===== src/rtl/verifier_ctrl_pkg.sv =====
// Shared control-path types for the verifier front-end blocks.
// Holds the collector FSM state encoding.
package verifier_ctrl_pkg;

  typedef enum logic [1:0] {
    FILL   = 2'd0,
    LAUNCH = 2'd1,
    WAIT   = 2'd2
  } collector_state_t;

endpackage


===== src/rtl/verifier_parts_collector.sv =====
// Serial-to-parallel collector feeding verifier_adder_tree; tree_en one cycle after last write, in_ready low while a sum is in flight.
// Optional early launch with zero-fill is enabled by VERIFIER_COLLECTOR_FLUSH_EN.
`ifndef F_NBITS
`define F_NBITS 32
`endif

module verifier_parts_collector
  import verifier_ctrl_pkg::*;
#(
  parameter int ngates = 8
) (
  input  logic                          clk,
  input  logic                          rst,
  input  logic                          in_valid,
  input  logic [`F_NBITS-1:0]           in_data,
  output logic                          in_ready,
  input  logic                          flush,
  output logic                          tree_en,
  output logic [`F_NBITS*ngates-1:0]    v_parts,
  input  logic                          tree_ready,
  output logic                          busy,
  output logic                          done_pulse,
  output logic [$clog2(ngates+1)-1:0]   count
);

  localparam int FW = `F_NBITS;
  localparam int CW = $clog2(ngates+1);

  collector_state_t      state_q;
  logic [FW*ngates-1:0]  parts_q, parts_d;
  logic [CW-1:0]         count_q, count_d;
  logic                  launch_d;
  logic                  tree_en_q;
  logic                  done_q;

  always_comb begin
    parts_d  = parts_q;
    count_d  = count_q;
    launch_d = 1'b0;
    if (state_q == FILL) begin
      if (in_valid) begin
        for (int i = 0; i < ngates; i++) begin
          if (CW'(i) == count_q) parts_d[i*FW +: FW] = in_data;
        end
        count_d = count_q + CW'(1);
        if (count_q == CW'(ngates-1)) launch_d = 1'b1;
      end
`ifdef VERIFIER_COLLECTOR_FLUSH_EN
      // A datum arriving with flush keeps its slot; zero-fill starts after it.
      if (flush) begin
        for (int i = 0; i < ngates; i++) begin
          if ((CW'(i) > count_q) || ((CW'(i) == count_q) && !in_valid))
            parts_d[i*FW +: FW] = '0;
        end
        count_d  = CW'(ngates);
        launch_d = 1'b1;
      end
`endif
    end
  end

`ifndef VERIFIER_COLLECTOR_FLUSH_EN
  logic unused_flush;
  assign unused_flush = flush;
`endif

  always_ff @(posedge clk or posedge rst) begin
    if (rst) begin
      state_q   <= FILL;
      parts_q   <= '0;
      count_q   <= '0;
      tree_en_q <= 1'b0;
      done_q    <= 1'b0;
    end else begin
      done_q <= 1'b0;
      case (state_q)
        FILL: begin
          parts_q <= parts_d;
          count_q <= count_d;
          if (launch_d) begin
            state_q   <= LAUNCH;
            tree_en_q <= 1'b1;
          end
        end
        // ready stays high until the tree has seen the en edge
        LAUNCH: begin
          if (!tree_ready) state_q <= WAIT;
        end
        WAIT: begin
          if (tree_ready) begin
            state_q   <= FILL;
            count_q   <= '0;
            tree_en_q <= 1'b0;
            done_q    <= 1'b1;
          end
        end
        default: begin
          state_q   <= FILL;
          tree_en_q <= 1'b0;
        end
      endcase
    end
  end

  assign in_ready   = (state_q == FILL);
  assign busy       = (state_q != FILL);
  assign tree_en    = tree_en_q;
  assign v_parts    = parts_q;
  assign done_pulse = done_q;
  assign count      = count_q;

endmodule


===== config.mk =====
export PLATFORM = sky130hd
export DESIGN_NAME = verifier_parts_collector
export DESIGN_NICKNAME = d
export VERILOG_FILES = /design/src/rtl/verifier_ctrl_pkg.sv /design/src/rtl/verifier_parts_collector.sv
export SDC_FILE = /design/constraint.sdc
export NUM_CORES = 1
export LEC_CHECK = 0
export ABC_AREA = 1
export CORE_MARGIN = 3
export CORE_UTILIZATION = 50
export CTS_CLUSTER_DIAMETER = 100
export DETAILED_ROUTE_END_ITERATION = 10
export PLACE_DENSITY = 0.94
export SLEW_MARGIN = 20
export SYNTH_ARGS = -nofsm -noshare
export SYNTH_HDL_FRONTEND = slang
export SYNTH_SLANG_ARGS = --single-unit

===== constraint.sdc =====
create_clock -name clk -period 17.8 [get_ports clk]
set_input_delay 3.56 -clock clk [delete_from_list [all_inputs] [get_ports clk]]
set_output_delay 3.56 -clock clk [all_outputs]
set_load 0.01 [all_outputs]

==> summary.txt <==
Placement
  – Cell Area, Placed: around 13,000 um2
  – Port Buf Inserts: about 300
  – Inst Count DP: roughly 1,600
  – RD Place Congestion: around 0.84
  – Post-DP HPWL: 21,560 um

Finish
  – Area of the multi-input gates: between 3000 and 4000 um2
  – Antenna cells: 0
  – Fillers: 1,293
  – Share of layout cells above drive strength 1: between 4 and 5%
  – Final cell count without fillers: ~1,600
  – Final net count: about 1,400
  – FF+latch area: about 6600 um2
  – Layout area overhead: 38.90%
  – Post-route design area: 14,060 um2

Power
  – Cell Pwr Density: between 150 and 200 nW/um2
  – Worst IR drop on VDD: ~0.00012 V
  – Leakage: between 6 and 7 nW

STA
  – Pin slew with the least headroom to its limit: 1099 ps
  – Minimum clock period: approximately 6200 ps
  – Tcrit/Tclk final: 34.72%
  – Slew HR: between 20% and 30%
  – Max-slew violation count: 0
  – Final number of setup-violating endpoints: 0
  – Final hold violation count: 0
  – Unrepaired setup endpoints after global routing: false
  – Highest Clock Rate: around 160 MHz
  – Setup TNS: 0 ps
  – Layout Skew: ~35 ps

Synth
  – Seq/Total Area, Yosys: 65.28%
  – Syn avg cell area: 9.547 um2
  – Number of synthesized register bits: around 260
  – Synth Warn #: 0
  – Post-synthesis cell count: 1,060
  – Library cells used by synthesis: 20
  – Mapped Area: just over 10,000 um2
  – Mapped Nets: 1,101

Global route
  – All-Layer GR Usage: roughly 30%
  – Largest net degree at the start of global routing: approximately 120
  – Initial antenna violation count: 0
  – First-pass GRT wire length: roughly 50,000 um
  – Vias in the first global route: roughly 9,000
  – GRT overflow: 0

Setup path
  – CP Class: input pin to flop
  – Critical Path AT: 6570 ps
  – Setup crit end kind: flop
  – FF-to-FF Start: state_q[0]
  – Crit path launch type: input pin
  – Crit path max fanout: just over 100
  – Crit path from: in_valid
  – Critical path required time: 18,190 ps

Floorplanning
  – Site Rows: 51
  – Initial Utilization: around half
  – Core ar.: about 20,000 um2
  – Die height: ~150 um
  – Die area: between 20,000 and 25,000 um2
  – I/O pin count: around 300
  – Die Wd: approximately 150 um

Clock tree
  – CTS tree: built
  – Clock-pin slew on the worst setup and hold paths: about 60 ps
  – CTS H-tree lvls: 1
  – Cts repair resizes: 0
  – CTS Buffer Depth: 3
  – Root Driver: clkbuf_16
  – Clock Latency Late Sink: 540 ps
  – TritonCTS buffer count: 26
  – Setup repair bufs after CTS: 0
  – Clock sinks: ~260
  – Number of hold buffers added after CTS: 0

Hold path
  – Hold crit path type: flop to flop
  – Hold Startpoint: v_parts[231]

Route
  – Remaining antenna violation count: 0
  – Initial DRC count: about 600
  – Vias: 8,838
  – Total Wirelength: roughly 33,000 um
  – DRC Markers: 0
  – DR pass1 iterations: 8
  – Vias per std cell: around 5.5
  – WL/cell: between 20 and 25 um

Run status
  – Outcome: finished clean

Job
  – Max-cap viol count: 0
==> path summary, 6_finish.rpt <==
kind                           endpoint  slack (ps)  cells past startpoint
hold reg to reg            v_parts[231]         480                      2
hold / removal             v_parts[231]         480                      2
setup reg to reg           v_parts[244]       14620                      6
max in group asynchronous   v_parts[47]       12160                      4
setup / recovery           v_parts[244]       11620                      6
min in group asynchronous   v_parts[24]        3600                      2
==> sequential cells by signal, summed over array words and instances, names as in the netlist <==
| name | count |
|---|---|
| v_parts | 256 |
| state_q | 2 |
| tree_en | 1 |
| done_pulse | 1 |
| count | 4 |
==> synth_stat cells (all sizes together) <==
| cell | count | area share, % |
|---|---|---|
| nand2 | 435 | 16 |
| dfrtp | 264 | 65 |
| o21ai | 228 | 11 |
| inv | 49 | 1.8 |
| buf | 30 | 2.0 |
| clkbuf | 29 | 1.1 |
| nor2 | 14 | 1.2 |
| ha | 4 | 0.49 |
| a21oi | 3 | 0.15 |
| nand3 | 3 | 0.15 |
| xor2 | 1 | 0.087 |
==> through the flow <==
step | setup slack (ps) | power, W | hold slack (ps) | utilization [%]
final | 11620 | 0.002709 | 476.5 | 71.52
after CTS | 11640 | 0.002716 | 480.9 | 71.50
after global routing | 11400 | 0.002850 | 495.8 | 71.52
after detailed placement | 11090 | 0.002144 | 461.2 | 67.11
after floorplan | 6971 | 0.001445 | 507.0 | -
after global placement | 11210 | 0.002081 | 454.1 | 67.11
==> critical path, stage by stage <==
cell	delay [ps]
clkdlybuf4s50_1	530
nand2_4	590
nor2_4	1010
inv_2	560
nand2_1	200
nand2_1	80
==> power by group <==
part           internal [W]  switching, W
combinational      0.000567      0.000568
sequential         0.000869      0.000158
clock              0.000324      0.000224
==> cells by family after synthesis <==
kind of cell | count (synthesis) | synth area share (%)
and+or+nand+nor | 452 | 17.83
DFF | 264 | 65.28
AOI/OAI and AO/OA | 231 | 11.42
buffers and inverters | 108 | 4.884
adders and majority gates | 4 | 0.4946
xor gates and xnor gates | 1 | 0.08656
==> placed cells by master (no fill, tap or decap), drive strengths merged <==
cell type      Yosys  layout
o21ai            228     228
bufinv             0       1
inv               49      49
a21oi              3       3
dfrtp            264     264
ha                 4       4
nand3              3       3
xor2               1       1
nor2              14      14
buf               30       5
clkinv             0       3
clkbuf            29      41
nand2            435     435
clkdlybuf4s50      0     299
==> layer usage <==
layer	vias up	global-route usage, %	share of wire [%]
met5	-	0	0
met1	4335	36.02	36
met2	506	50.29	49
met3	85	7.892	11
met4	0	11.73	4.1
li1	3912	-	-
==> cell type report <==
class	instances	share of cell area, %
well taps	265	2.359
inverters	49	1.362
repair buffers	304	21.59
clock buffers	41	5.741
clock inverters	4	0.4006
multi-input cells	688	21.55
flip-flops and latches	264	47.00
(Power assumes the default switching activity.)
